==> src/rtl/sprite_frame_sequencer_if.sv <==
// Control/status bundle between the frame sequencer and the game-loop logic
// (rate divider, init engine, sprite data registers and pixel muxes).
interface sprite_frame_sequencer_if #(
   parameter int NUM_SPRITES = 3,
   parameter int SPRITE_W    = 5,
   parameter int SPRITE_H    = 5
);
   localparam int NPIX  = SPRITE_W * SPRITE_H;
   localparam int SEL_W = (NUM_SPRITES > 1) ? $clog2(NUM_SPRITES) : 1;
   localparam int LOC_W = (NPIX > 1) ? $clog2(NPIX) : 1;
   localparam int DX_W  = (SPRITE_W > 1) ? $clog2(SPRITE_W) : 1;
   localparam int DY_W  = (SPRITE_H > 1) ? $clog2(SPRITE_H) : 1;

   logic                   go;
   logic                   init_done;
   logic                   dead;
   logic [NUM_SPRITES-1:0] sprite_en;

   logic [2:0]             state;
   logic [SEL_W-1:0]       sprite_sel;
   logic [LOC_W-1:0]       loc;
   logic [DX_W-1:0]        dx;
   logic [DY_W-1:0]        dy;
   logic                   plot_en;
   logic                   erase;
   logic                   load;
   logic                   go_init;
   logic                   frame_done;
   logic                   restart;
   logic                   overrun;

   modport master (
      output go, init_done, dead, sprite_en,
      input  state, sprite_sel, loc, dx, dy, plot_en, erase, load, go_init,
             frame_done, restart, overrun
   );

   modport slave (
      input  go, init_done, dead, sprite_en,
      output state, sprite_sel, loc, dx, dy, plot_en, erase, load, go_init,
             frame_done, restart, overrun
   );
endinterface

==> src/rtl/sprite_frame_sequencer.sv <==
// Per-frame sequencer: one-shot init, then erase, reload, redraw and collision
// check of every enabled sprite, with restart on death and overrun reporting.
module sprite_frame_sequencer #(
   parameter int NUM_SPRITES = 3,
   parameter int SPRITE_W    = 5,
   parameter int SPRITE_H    = 5
) (
   input  logic                     clock,
   input  logic                     reset,
   sprite_frame_sequencer_if.slave  bus
);
   localparam int NPIX  = SPRITE_W * SPRITE_H;
   localparam int SEL_W = (NUM_SPRITES > 1) ? $clog2(NUM_SPRITES) : 1;
   localparam int LOC_W = (NPIX > 1) ? $clog2(NPIX) : 1;
   localparam int DX_W  = (SPRITE_W > 1) ? $clog2(SPRITE_W) : 1;
   localparam int DY_W  = (SPRITE_H > 1) ? $clog2(SPRITE_H) : 1;

   localparam logic [SEL_W-1:0] SEL_LAST = SEL_W'(NUM_SPRITES - 1);
   localparam logic [LOC_W-1:0] LOC_LAST = LOC_W'(NPIX - 1);
   localparam logic [DX_W-1:0]  DX_LAST  = DX_W'(SPRITE_W - 1);

   typedef enum logic [2:0] {
      IDLE  = 3'd0,
      INIT  = 3'd1,
      ERASE = 3'd2,
      LOAD  = 3'd3,
      DRAW  = 3'd4,
      COMP  = 3'd5
   } state_t;

   state_t                  state_q;
   logic [SEL_W-1:0]        sel_q;
   logic [LOC_W-1:0]        loc_q;
   logic [DX_W-1:0]         dx_q;
   logic [DY_W-1:0]         dy_q;
   logic                    init_pending_q;
   logic                    cur_en_q;
   logic                    frame_done_q;
   logic                    restart_q;

   logic [(1<<SEL_W)-1:0]   en_padded;
   logic [SEL_W-1:0]        sel_inc;
   logic                    sprite_end;
   logic                    last_sprite;

   // Pad the mask to a power of two so the sprite index never reaches past it.
   always_comb begin
      en_padded                  = '0;
      en_padded[NUM_SPRITES-1:0] = bus.sprite_en;
   end

   assign sel_inc     = sel_q + SEL_W'(1);
   assign sprite_end  = !cur_en_q || (loc_q == LOC_LAST);
   assign last_sprite = (sel_q == SEL_LAST);

   // cur_en_q holds the enable bit captured on the edge that starts a sprite,
   // so a mask change mid-sprite cannot truncate or stretch its scan.
   always_ff @(posedge clock) begin
      if (reset) begin
         state_q        <= IDLE;
         sel_q          <= '0;
         loc_q          <= '0;
         dx_q           <= '0;
         dy_q           <= '0;
         init_pending_q <= 1'b1;
         cur_en_q       <= 1'b0;
         frame_done_q   <= 1'b0;
         restart_q      <= 1'b0;
      end else begin
         frame_done_q <= 1'b0;
         restart_q    <= 1'b0;
         unique case (state_q)
            IDLE: begin
               sel_q <= '0;
               loc_q <= '0;
               dx_q  <= '0;
               dy_q  <= '0;
               if (bus.go) begin
                  cur_en_q <= en_padded[0];
                  state_q  <= init_pending_q ? INIT : ERASE;
               end
            end
            INIT: begin
               if (bus.init_done) begin
                  init_pending_q <= 1'b0;
                  cur_en_q       <= en_padded[0];
                  state_q        <= ERASE;
               end
            end
            ERASE, DRAW: begin
               if (sprite_end) begin
                  loc_q <= '0;
                  dx_q  <= '0;
                  dy_q  <= '0;
                  if (last_sprite) begin
                     sel_q   <= '0;
                     state_q <= (state_q == ERASE) ? LOAD : COMP;
                  end else begin
                     sel_q    <= sel_inc;
                     cur_en_q <= en_padded[sel_inc];
                  end
               end else begin
                  loc_q <= loc_q + LOC_W'(1);
                  if (dx_q == DX_LAST) begin
                     dx_q <= '0;
                     dy_q <= dy_q + DY_W'(1);
                  end else begin
                     dx_q <= dx_q + DX_W'(1);
                  end
               end
            end
            LOAD: begin
               cur_en_q <= en_padded[0];
               state_q  <= DRAW;
            end
            COMP: begin
               if (bus.dead) begin
                  restart_q <= 1'b1;
                  cur_en_q  <= en_padded[0];
                  state_q   <= ERASE;
               end else begin
                  frame_done_q <= 1'b1;
                  state_q      <= IDLE;
               end
            end
            default: state_q <= IDLE;
         endcase
      end
   end

   assign bus.state      = state_q;
   assign bus.sprite_sel = sel_q;
   assign bus.loc        = loc_q;
   assign bus.dx         = dx_q;
   assign bus.dy         = dy_q;
   assign bus.plot_en    = ((state_q == ERASE) || (state_q == DRAW)) && cur_en_q;
   assign bus.erase      = (state_q == ERASE);
   assign bus.load       = (state_q == LOAD);
   assign bus.go_init    = (state_q == INIT);
   assign bus.frame_done = frame_done_q;
   assign bus.restart    = restart_q;
   assign bus.overrun    = bus.go && (state_q != IDLE);
endmodule

==> src/flat_wrapper.sv <==
// flat-port wrapper written by rule: the top's interface ports become plain ports
module sprite_frame_sequencer_flat 
#(
   parameter int NUM_SPRITES = 3,
   parameter int SPRITE_W    = 5,
   parameter int SPRITE_H    = 5
)
  (clock, reset, bus_go, bus_init_done, bus_dead, bus_sprite_en, bus_state, bus_sprite_sel, bus_loc, bus_dx, bus_dy, bus_plot_en, bus_erase, bus_load, bus_go_init, bus_frame_done, bus_restart, bus_overrun);
  sprite_frame_sequencer_if #(.NUM_SPRITES(NUM_SPRITES), .SPRITE_W(SPRITE_W), .SPRITE_H(SPRITE_H)) bus_i ();
  input  logic clock;
  input  logic reset;
  input wire logic [$bits(bus_i.go)-1:0] bus_go;
  input wire logic [$bits(bus_i.init_done)-1:0] bus_init_done;
  input wire logic [$bits(bus_i.dead)-1:0] bus_dead;
  input wire logic [$bits(bus_i.sprite_en)-1:0] bus_sprite_en;
  output wire logic [$bits(bus_i.state)-1:0] bus_state;
  output wire logic [$bits(bus_i.sprite_sel)-1:0] bus_sprite_sel;
  output wire logic [$bits(bus_i.loc)-1:0] bus_loc;
  output wire logic [$bits(bus_i.dx)-1:0] bus_dx;
  output wire logic [$bits(bus_i.dy)-1:0] bus_dy;
  output wire logic [$bits(bus_i.plot_en)-1:0] bus_plot_en;
  output wire logic [$bits(bus_i.erase)-1:0] bus_erase;
  output wire logic [$bits(bus_i.load)-1:0] bus_load;
  output wire logic [$bits(bus_i.go_init)-1:0] bus_go_init;
  output wire logic [$bits(bus_i.frame_done)-1:0] bus_frame_done;
  output wire logic [$bits(bus_i.restart)-1:0] bus_restart;
  output wire logic [$bits(bus_i.overrun)-1:0] bus_overrun;
  assign bus_i.go = bus_go;
  assign bus_i.init_done = bus_init_done;
  assign bus_i.dead = bus_dead;
  assign bus_i.sprite_en = bus_sprite_en;
  assign bus_state = bus_i.state;
  assign bus_sprite_sel = bus_i.sprite_sel;
  assign bus_loc = bus_i.loc;
  assign bus_dx = bus_i.dx;
  assign bus_dy = bus_i.dy;
  assign bus_plot_en = bus_i.plot_en;
  assign bus_erase = bus_i.erase;
  assign bus_load = bus_i.load;
  assign bus_go_init = bus_i.go_init;
  assign bus_frame_done = bus_i.frame_done;
  assign bus_restart = bus_i.restart;
  assign bus_overrun = bus_i.overrun;
  sprite_frame_sequencer #(.NUM_SPRITES(NUM_SPRITES), .SPRITE_W(SPRITE_W), .SPRITE_H(SPRITE_H)) u_core (.clock(clock), .reset(reset), .bus(bus_i));
endmodule
==> config.mk <==
export PLATFORM = sky130hd
export DESIGN_NAME = sprite_frame_sequencer_flat
export DESIGN_NICKNAME = d
export VERILOG_FILES = /design/src/rtl/sprite_frame_sequencer_if.sv /design/src/rtl/sprite_frame_sequencer.sv /design/src/flat_wrapper.sv
export SDC_FILE = /design/constraint.sdc
export NUM_CORES = 1
export LEC_CHECK = 0
export ABC_AREA = 1
export ABC_CLOCK_PERIOD_IN_PS = 1400
export CORE_UTILIZATION = 35
export CTS_CLUSTER_SIZE = 24
export DETAILED_ROUTE_END_ITERATION = 6
export HOLD_SLACK_MARGIN = 0.08
export SLEW_MARGIN = 0
export SYNTH_ARGS = -nofsm -noshare
export SYNTH_HDL_FRONTEND = slang
export SYNTH_SLANG_ARGS = --single-unit
==> constraint.sdc <==
create_clock -name clock -period 1.4 [get_ports clock]
set_input_delay 0.28 -clock clock [delete_from_list [all_inputs] [get_ports clock]]
set_output_delay 0.28 -clock clock [all_outputs]
set_load 0.05 [all_outputs]
Word level (Yosys, flattened, before mapping)

Cells that the tools add are included.

$add $sub $neg: 4
Magnitude comparators: 1
Equality and inequality tests: 15
Multiplexer cells: 29
Bitwise operators: 1
Reductions and logical operators: 16

Operator list:

| kind                                                                   | number |
|---|---|
| 3-bit 2-to-1 mux                                                       | 9 |
| 3-bit one-hot mux with 5 select lines                                  | 1 |
| 3-bit one-hot mux with 2 select lines                                  | 2 |
| 5-bit one-hot mux with 2 select lines                                  | 1 |
| 3-bit equality test (second input constant)                            | 3 |
| 1-bit 2-to-1 mux                                                       | 8 |
| 2-bit 2-to-1 mux                                                       | 4 |
| 2-bit != test (second input constant)                                  | 4 |
| 3-bit by 1-bit adder with 3-bit output (second input constant)         | 2 |
| 3-bit by 2-bit equality test with 1-bit output (second input constant) | 2 |
| 2-bit AND reduction                                                    | 3 |
| 6-bit AND reduction                                                    | 1 |
| 5-bit by 1-bit adder with 5-bit output (second input constant)         | 1 |
| 5-bit equality test (second input constant)                            | 1 |
| 5-bit 2-to-1 mux                                                       | 1 |
| 1-bit one-hot mux with 5 select lines                                  | 1 |
| 5-bit nonzero test                                                     | 1 |
| 2-bit by 1-bit != test with 1-bit output (second input constant)       | 2 |
| 2-bit one-hot mux with 2 select lines                                  | 1 |
| 4-bit AND reduction                                                    | 1 |
| 2-bit OR reduction                                                     | 2 |
| 3-bit by 1-bit equality test with 1-bit output (second input constant) | 1 |
| 3-bit zero test                                                        | 1 |
| 2-bit by 3-bit < comparator with 1-bit output (second input constant)  | 1 |
| 10 further kinds                                                       | 12 |

Register bits after elaboration: 20
Input bits: 8
Output and inout port bits: 23
Word-level logic and storage cells: 75

Logic depth before layout (Yosys ltp)

Gate-level depths: netlist of the first run.

Depth after elaboration: 6
Depth in mapped cells: 12
Depth with buffers taken out: 12

Least setup slack after synthesis of the first run

No wires, ideal clock.

Path type: register -> output
Start point: register u_core.state_q[2] (netlist: u_core.bus.state[2])
End point: output bus_plot_en
Data arrival time: 1.761 ns
Required time: 1.120 ns
Path slack: -0.641 ns
Cell stages (with the launch flop): 5
Buffers on the path: 0
Cell sequence: dfxtp_1 > inv_2 > nand2_2 > nand2_4 > nor2_1

Word-level cells in the longest chain between the ends: 3
Elaborated cells on any way between the ends: 4
Classes of those cells: eq/ne (2); reduce/logical (2)

RTL lines:

| what                                                                                         | line                          | source |
|---|---|---|
| start: declaration                                                                           | sprite_frame_sequencer.sv:31  | `state_t state_q;` |
| start signal: assignment                                                                     | sprite_frame_sequencer.sv:80  | `state_q <= init_pending_q ? INIT : ERASE;` |
| start signal: assignment                                                                     | sprite_frame_sequencer.sv:97  | `state_q <= (state_q == ERASE) ? LOAD : COMP;` |
| 3-bit by 2-bit equality test with 1-bit output / 3-bit equality test (equally long branches) | sprite_frame_sequencer.sv:136 | `assign bus.plot_en = ((state_q == ERASE) \|\| (state_q == DRAW)) && cur_en_q;` |
| 1-bit logical OR (*)                                                                         | sprite_frame_sequencer.sv:136 |  |
| 1-bit logical AND (*)                                                                        | sprite_frame_sequencer.sv:136 |  |
| end: declaration                                                                             | flat_wrapper.sv:21            | `output wire logic [$bits(bus_i.plot_en)-1:0] bus_plot_en;` |

Mark *: on every way between the ends. The rest lies on a longest branch, timed or not.

Worst setup path in the final report of the first run

Start point: register u_core.state_q[1] (netlist: u_core.bus.state[1])
End point: output bus_plot_en

Same word-level chain as after synthesis.

==> out/qor.csv, run 1 <==
metric,value,unit
# nets final,247,
Num CTS Buffers,3,
Iter 0 DRT Violations,63,
Die X-Extent,61.2,microns
crit path launch type,flip-flop,
CTS root buffer,clkbuf_4,
Worst EP arrival,1230,ps
slowest CP cell,dfxtp_4,
Layout area overhead,82.9,%
fin crit share,108,%
Leakage Power,0.988,nW
relative max-transition margin,77.1,%
Top Ports,31,
Synth Instances,172,
Yosys warnings,0,
Worst setup EP type,output pin,
row cnt,21,
antenna violations before repair,0,
"Setup violations, final",12,
DRT Pass-1 Iters,4,
Final Power,4.02,mW
final setup margin,-106,ps
largest stage delay on the critical path,400,ps
gpl congestion,0.851,
worst min path class,reg2reg,
worst path required time,1120,ps
vias in the first global route,1173,
starting density of the core,36.8,%
CTS tree,built,
syn nets,188,
fin crit period,1510,ps
post-placement cell count,255,
Worst-Margin Slew,343,ps
DRC Markers,0,
Setup CP Type,reg2out,
endpoints failing hold,0,
max cap viols,0,
first-pass GRT wire length,5020,microns
Setup Skew,1.97,ps
Peak VDD IR,1.14,mV
Final Max Slew Viols,0,
mean routed wirelength per cell,12.2,microns
post-layout util,67.3,%
total inserted antenna cells,0,
dpl hpwl,2210,microns
gr ovfl total,0,
Setup WS pre-CTS,-45.9,ps
RSZ-0062 raised after global routing,yes,
post-synthesis cell area,0.00123,sq mm
largest net degree at the start of global routing,12,
Post-DRT Antenna Nets,0,
Die H,61.2,microns
Synth cell types,24,
power per cell area,1790,mW/mm^2
DR vias,1297,
failing checks,setup timing,
crit path max fanout,5,
WL final,3370,microns
"FF+latch count, synth",20,
clk sinks,20,
CTS Hold Bufs,0,
IO Port Bufs,30,
fmax,664,MHz
post-synthesis sequential area ratio,32.6,%
Max H-tree Level,1,
outcome,"finished, violations left",
syn_area_per_cell,7.14,sq um
Longest Clk Path Bufs,2,
Post-Layout Cell Count,276,
layout cells sized above 1,54.3,%
clk_lat worst skew,290,ps
critical-path cell list,inv_6 -> nand2_4 -> nand2_4 -> nand2_8 -> nor2_4 -> buf_12,
Most Frequent Cell on Critical Path,nand2_4,
clock slew at reported path FFs,120,ps
Total GRT Usage,18.3,%
Vias/cell,4.70,
die area,0.00375,sq mm
Core Area,0.00334,sq mm
-- worst max-delay path, delay by kind of cell, from the launching register on --
| kind | cells | cell delay (ps) |
|---|---|---|
| simple gates | 4 | 290 |
| buf+inv | 2 | 220 |
| flops | 1 | 400 |
-- flip-flops by register name, summed over array words and instances (netlist names), 2 cells and up --
name and cells:
u_core.bus.loc 5, u_core.bus.dx 3, u_core.bus.dy 3, u_core.bus.state 3, u_core.bus.sprite_sel 2
-- repair_timing --
action	4_1_cts	5_1_grt
setup buffers	14	3
resized for setup	19	25
endpoints found under the setup margin	9	19
pin swaps	7	10
hold endpoints to repair	0	0
-- Yosys cell counts --
| master | instances | area share, % |
|---|---|---|
| nand2_1 | 41 | 13 |
| dfxtp_1 | 20 | 33 |
| inv_1 | 17 | 5.2 |
| nor2_1 | 16 | 4.9 |
| a21oi_1 | 11 | 4.5 |
| nand3_1 | 11 | 4.5 |
| nand2_2 | 10 | 5.1 |
| inv_2 | 9 | 2.8 |
| ha_1 | 8 | 8.2 |
| nand2_4 | 4 | 3.7 |
| nor2_2 | 4 | 2.0 |
| o21ai_0 | 4 | 1.6 |
| xor2_1 | 3 | 2.1 |
| nand3_2 | 2 | 1.6 |
| nor2_8 | 2 | 3.3 |
| o21ai_1 | 2 | 0.82 |
| a211oi_1 | 1 | 0.61 |
| a21oi_2 | 1 | 0.71 |
| buf_2 | 1 | 0.41 |
| clkinv_1 | 1 | 0.31 |
| nor2_4 | 1 | 0.92 |
| nor4_1 | 1 | 0.51 |
| o211ai_1 | 1 | 0.61 |
| or2_0 | 1 | 0.51 |
-- path summary, 6_finish.rpt --
kind         slack (ps)                               start                                  to  cells after the start
min reg2reg         490  u_core.init_pending_q$_SDFFE_PP1P_  u_core.init_pending_q$_SDFFE_PP1P_                      2
min                 490  u_core.init_pending_q$_SDFFE_PP1P_  u_core.init_pending_q$_SDFFE_PP1P_                      2
max reg2reg        -100    u_core.bus.state[1]$_SDFFE_PP0P_    u_core.bus.state[1]$_SDFFE_PP0P_                     12
max                -110    u_core.bus.state[1]$_SDFFE_PP0P_                         bus_plot_en                      6
-- cell families (layout without fill, tap and decap cells) --
group           after synthesis  count (layout)  share of synthesized area [%]
simple gates                 93              93                           39.6
buf+inv                      28              86                           8.66
compound gates               20              20                           8.87
flops                        20              20                           32.6
fa+ha+maj                     8               8                           8.16
xor+xnor                      3               3                           2.14
-- metal layers --
metal	routed length, microns	track usage, %	vias to the layer above	share of wire [%]
met5	0	0	-	0
met4	36	7.14	0	1.1
met3	155	3.15	4	4.6
met2	1730	32.0	37	51
met1	1440	22.3	604	43
li1	-	-	652	-
-- through the flow --
stage	TNS, ps	instance area, sq um	hold WS (ps)
6_report	-800	2240	491
5_1_grt	-2020	2240	528
4_1_cts	-396	2140	488
3_5_place_dp	-89.9	1930	469
3_3_place_gp	-42.6	1930	473
2_1_floorplan	-121	1290	420
-- cells in the final DEF, fill, tap and decap left out --
| cell type | netlist | layout |
|---|---|---|
| nand2_1 | 41 | 31 |
| inv_2 | 9 | 9 |
| nand3_1 | 11 | 10 |
| clkdlybuf4s50_1 | 0 | 7 |
| o21ai_1 | 2 | 4 |
| nor2_4 | 1 | 5 |
| nand2_4 | 4 | 12 |
| buf_12 | 0 | 23 |
| a211oi_1 | 1 | 1 |
| ha_4 | 0 | 1 |
| nor4_1 | 1 | 1 |
| buf_6 | 0 | 2 |
| nor2_1 | 16 | 9 |
| nor2_8 | 2 | 2 |
| clkbuf_8 | 0 | 1 |
| a21oi_1 | 11 | 7 |
| or2_0 | 1 | 1 |
| ha_1 | 8 | 7 |
| clkbuf_4 | 0 | 3 |
| o211ai_1 | 1 | 1 |
| xor2_1 | 3 | 3 |
| nor2_2 | 4 | 7 |
| clkinv_1 | 1 | 1 |
| o21ai_0 | 4 | 2 |
| a21oi_2 | 1 | 5 |
| buf_4 | 0 | 23 |
| clkinvlp_4 | 0 | 1 |
| inv_1 | 17 | 12 |
| inv_4 | 0 | 1 |
| nand2_2 | 10 | 11 |
| dfxtp_4 | 0 | 7 |
| dfxtp_1 | 20 | 8 |
| inv_6 | 0 | 3 |
| dfxtp_2 | 0 | 5 |
| nand3_2 | 2 | 3 |
| nand2_8 | 0 | 1 |
-- report_power, final --
group / switching [mW] / total [mW] / internal, mW
logic: 1.62 / 2.85 / 1.23
clock network: 0.179 / 0.337 / 0.158
registers: 0.141 / 0.830 / 0.689
-- final cells by class --
cell class	count	area, sq um
fillers	265	1090
multi-input cells	124	870
repair buffers	55	726
flip-flops and latches	20	433
inverters	27	123
well taps	46	57.6
clock buffers	4	36.3
(Power assumes the default switching activity.)
==> inputs of run 2 (changes only) <==
--- a/config.mk
+++ b/config.mk
@@ -6,7 +6,6 @@
 export NUM_CORES = 1
 export LEC_CHECK = 0
 export ABC_AREA = 1
-export ABC_CLOCK_PERIOD_IN_PS = 1400
 export CORE_UTILIZATION = 35
 export CTS_CLUSTER_SIZE = 24
 export DETAILED_ROUTE_END_ITERATION = 6
==> results of run 2 <==
The final DEF is identical to that of run 1; final timing and power are the same.
